[src/rtl/cont_seq.sv]
// Sequencer for the W-bit up/down counter: runs up-to, down-to and bounce moves, mirrors the count.
// Optional CONT_PAUSE_EN adds a pause input that stalls an in-progress run.
module cont_seq #(
  parameter int W      = 3,
  parameter int PASS_W = 4
) (
  input  logic              clk,
  input  logic              rst_n,
  input  logic              start,
  input  logic [1:0]        mode,
  input  logic [W-1:0]      target,
  input  logic [PASS_W-1:0] passes,
`ifdef CONT_PAUSE_EN
  input  logic              pause,
`endif
  output logic              cnt_en,
  output logic              x,
  output logic [W-1:0]      count,
  output logic              busy,
  output logic              done
);

  typedef enum logic [1:0] {IDLE, UP, DOWN, FIN} state_t;

  localparam logic [W-1:0]      MAXC = '1;
  localparam logic [W-1:0]      ONE  = 1;
  localparam logic [PASS_W-1:0] PONE = 1;

  state_t              state_q, state_d;
  logic [W-1:0]        count_d, target_q, target_d;
  logic [1:0]          mode_q, mode_d;
  logic [PASS_W-1:0]   pass_q, pass_d;
  logic [W-1:0]        cnt_up, cnt_dn;
  logic                stall;
  logic                bounce;

`ifdef CONT_PAUSE_EN
  assign stall = pause;
`else
  assign stall = 1'b0;
`endif

  assign cnt_up = count + ONE;
  assign cnt_dn = count - ONE;
  assign bounce = (mode_q == 2'b10);

  always_ff @(posedge clk or negedge rst_n) begin
    if (!rst_n) begin
      state_q  <= IDLE;
      count    <= '0;
      mode_q   <= '0;
      target_q <= '0;
      pass_q   <= '0;
    end else begin
      state_q  <= state_d;
      count    <= count_d;
      mode_q   <= mode_d;
      target_q <= target_d;
      pass_q   <= pass_d;
    end
  end

  always_comb begin
    state_d  = state_q;
    count_d  = count;
    mode_d   = mode_q;
    target_d = target_q;
    pass_d   = pass_q;
    case (state_q)
      IDLE: begin
        if (start) begin
          mode_d   = mode;
          target_d = target;
          pass_d   = passes;
          // Zero-length commands go straight to FIN without a step cycle.
          if (mode == 2'b10) begin
            if (passes == '0)        state_d = FIN;
            else if (count != MAXC)  state_d = UP;
            else                     state_d = DOWN;
          end else if (mode == 2'b01) begin
            state_d = (target == count) ? FIN : DOWN;
          end else begin
            state_d = (target == count) ? FIN : UP;
          end
        end
      end
      UP: begin
        if (!stall) begin
          count_d = cnt_up;
          if (bounce) begin
            if (cnt_up == MAXC) state_d = DOWN;
          end else if (cnt_up == target_q) begin
            state_d = FIN;
          end
        end
      end
      DOWN: begin
        if (!stall) begin
          count_d = cnt_dn;
          if (bounce) begin
            // Each arrival at zero completes one pass.
            if (cnt_dn == '0) begin
              pass_d  = pass_q - PONE;
              state_d = (pass_q == PONE) ? FIN : UP;
            end
          end else if (cnt_dn == target_q) begin
            state_d = FIN;
          end
        end
      end
      FIN:     state_d = IDLE;
      default: state_d = IDLE;
    endcase
  end

  assign busy   = (state_q == UP) || (state_q == DOWN);
  assign cnt_en = busy && !stall;
  assign x      = (state_q != DOWN);
  assign done   = (state_q == FIN);

endmodule

[config.mk]
export PLATFORM = sky130hd
export DESIGN_NAME = cont_seq
export DESIGN_NICKNAME = d
export VERILOG_FILES = /design/src/rtl/cont_seq.sv
export SDC_FILE = /design/constraint.sdc
export NUM_CORES = 1
export LEC_CHECK = 0
export CORE_MARGIN = 2
export CORE_UTILIZATION = 50
export DETAILED_ROUTE_END_ITERATION = 8
export GPL_ROUTABILITY_DRIVEN = 1
export GPL_TIMING_DRIVEN = 0
export PLACE_DENSITY = 0.77
export SYNTH_ARGS = -nofsm -noshare
export SYNTH_HDL_FRONTEND = slang
export SYNTH_SLANG_ARGS = --single-unit
[constraint.sdc]
create_clock -name clk -period 2.2 [get_ports clk]
set_input_delay 0.33 -clock clk [delete_from_list [all_inputs] [get_ports clk]]
set_output_delay 0.33 -clock clk [all_outputs]
set_load 0.05 [all_outputs]
==> results.md <==
* Seq/Total Area, Yosys at 35.2%
* Worst-margin pin slew at between 0.6 and 0.7 ns
* RePlAce Congestion at 0.883
* Core area at 1920 um^2
* Total Routing Usage GR at 19.6%
* Register area at between 300 and 400 um^2
* Starting DRC count in detailed routing at 8
* R2R Setup Slk at between 0.2 and 0.25 ns
* Fill count at ~180
* Initial antenna violation count at 0
* NumNets Final at about 150
* Clock Latency Late Sink at ~0.29 ns
* Vias at between 800 and 900
* Max-slew violations at 0
* Antenna-violating nets left at 0
* Synth Instances at about 100
* Post-DP HPWL at between 1.5 and 2 mm
* Area leader, netlist: dfrtp_1
* Via density at between 5 and 6
* Met3 WL at 98 um
* Async SR Flop Fraction at 100%
* # IOs at 19
* # DRC at 0
* Die width at roughly 49 um
* Setup-failing EPs final at 0
* N_diodes at 0
* First-pass GRT wire length at approximately 3.6 mm
* Synth unique cells at 29
* Final wirelength at ~2.0 mm
* Cell Area, Synth at about 1000 um^2
* Top cell type's share of synthesized area at 35.2%
* Vias in the first global route at slightly above 800
* Setup Crit Path Kind: flip-flop to output pin
* Hold-fix buffers, CTS at 0
* Setup Fix Bufs, Post-CTS at 0
* Layout cells sized above 1 at between 10% and 20%
* Drt wl/cell at 13.3 um
* Cts bufs inserted at 3
* Synth Register Bits at 14
* Number of synthesis warnings at 0
* Worst Path Max Fanout at 8
* Worst path slowest cell: clkdlybuf4s15_1
* CP top delay family: buffers and inverters
* Max Cap Viol at 0
* Setup TNS at 0 ns
* Clock tree root driver cell: clkbuf_4
* CP endpoint kind: output pin
* Crit-path max cell delay at between 0.5 and 0.6 ns
* Syn_nets at 126
* Clk sink count at 14
* Met2 Wirelength at 983 um
* Primary FF master, synth: dfrtp_1
* Setup crit start kind: flip-flop
* Multi-input gate area at around 600 um^2
* Tcrit/Tclk final at 95.2%
* H-tree depth at 1
* Port Buffers at 18
* Pin count of the biggest net entering global routing at 15
* Worst path bufs/invs at 2
* Std cell rows at 16
* CTS tree: built
* Synth Area per Inst at around 9.7 um^2
* Initial Util at 51.8%
* Synth cell count leaders: dfrtp_1 (14), ha_1 (11), inv_1 (8)
* Die ar. at between 2000 and 2500 um^2
* Crit-path cells: inv_1 -> ha_1 -> clkdlybuf4s15_1
* Highest Signal Layer: met4
* Largest cells by area after synthesis: dfrtp_1 (35%), ha_1 (14%), mux2_2 (5.7%)
* Drt pass-1 iters at 4
* CP required at 1.87 ns
* Fin Clk Skew at about 0.0030 ns
* Slew HR at between 50 and 60%
* Top-count cell post-synth: dfrtp_1
* Clk slew on worst S/H paths at about 0.09 ns
* Clock tree buffer depth at 2
* Final Critical Period at ~2.1 ns
* Die Ht at 48.6 um
* RSZ-0062 raised after global routing: no
* Final Hold Viols at 0
* Post-synth EDFFs at 0
* M1 wire length at ~920 um
* Max Freq at roughly 480 MHz
* Tightest Hold Check Type: input port to asynchronous set/reset pin
* Syn-to-layout area delta at 24.9%
* Grt total ovfl at 0
* Arr. time, crit path at 1.76 ns
* Status: completed
worst paths after layout:
path / startpoint / end / cells past startpoint
max in group asynchronous: rst_n / count[0] / 1
max reg2reg: count[1] / state_q[0] / 7
min in group clk: target_q[1] / target_q[1] / 1
min reg2reg: target_q[1] / target_q[1] / 1
max: state_q[0] / busy / 3
min: rst_n / pass_q[2] / 1
registers in the layout, summed over array words and instances (netlist names):
| register | count |
|---|---|
| count | 3 |
| mode_q | 2 |
| pass_q | 4 |
| state_q | 2 |
| target_q | 3 |
cell families after synthesis:
| group | count (synthesis) | synth area share [%] |
|---|---|---|
| AO/OA/AOI/OAI | 25 | 15.8 |
| XOR/XNOR | 10 | 9.56 |
| adder cells (fa/ha/maj) | 11 | 13.8 |
| buffers and inverters | 11 | 4.65 |
| flip-flops | 14 | 35.2 |
| multiplexers | 7 | 7.92 |
| AND/OR/NAND/NOR | 25 | 13.0 |
placed cells by master, fill, tap and decap left out:
cell	Yosys	final
dfrtp_2	0	1
nor3_1	2	2
ha_1	11	11
buf_2	1	1
a31oi_1	2	2
o21ai_0	6	6
a21o_1	2	2
xnor2_1	4	4
nor2_1	4	4
nor2b_1	3	3
o32ai_1	2	2
o211ai_1	2	2
dlygate4sd2_1	0	1
nand2b_1	5	5
clkdlybuf4s50_1	0	15
nand4_1	1	1
inv_1	8	8
nand3_1	4	4
xnor2_2	1	1
dfrtp_1	14	13
mux2_2	5	5
clkbuf_4	0	3
and2_1	2	2
o31ai_1	1	1
o22ai_1	3	3
buf_4	1	2
nand2_1	4	4
o41ai_1	1	1
a21oi_1	5	5
clkbuf_8	0	1
mux2_1	2	2
clkdlybuf4s15_1	0	1
a211oi_1	1	1
clkbuf_1	1	1
xor2_1	5	5
what timing repair did:
item,4_1_cts,5_1_grt
setup endpoints to repair,3,3
cloned,0,0
resized for setup,4,2
worst register-to-register path, cell delays in order, from the launching register on:
cell	delay [ns]
dfrtp_1	0.46
inv_1	0.10
ha_1	0.24
xnor2_2	0.16
xnor2_1	0.14
o31ai_1	0.25
nand3_1	0.16
mux2_1	0.34
layout make-up:
type	instances	share of cell area [%]
flip-flops and latches	14	28.3
inverters	8	2.42
multi-input cells	78	48.1
plain buffers	3	1.31
well taps	27	2.72
clock buffers	4	2.92
repair buffers	18	14.2
stage by stage:
step / setup WS (ns) / util (%) / hold slack, ns / instances / instance area, um^2
floorplan: 0.00961 / - / 0.0344 / 103 / 995
global route: 0.00432 / 64.6 / 0.467 / 152 / 1240
global placement: 0.0467 / 62.9 / 0.507 / 148 / 1210
detailed placement: 0.00477 / 62.9 / 0.518 / 148 / 1210
CTS: 0.0687 / 64.5 / 0.449 / 152 / 1240
finish: 0.105 / 64.6 / 0.426 / 152 / 1240
metal layers:
layer	global-route usage (%)	vias to the layer above
met2	32.0	18
met1	24.8	379
met3	6.79	3
li1	-	404
met5	0	-
met4	5.24	0
Power is not shown: default switching activity piles up to over one toggle a cycle in this logic, so the estimate is an artifact.
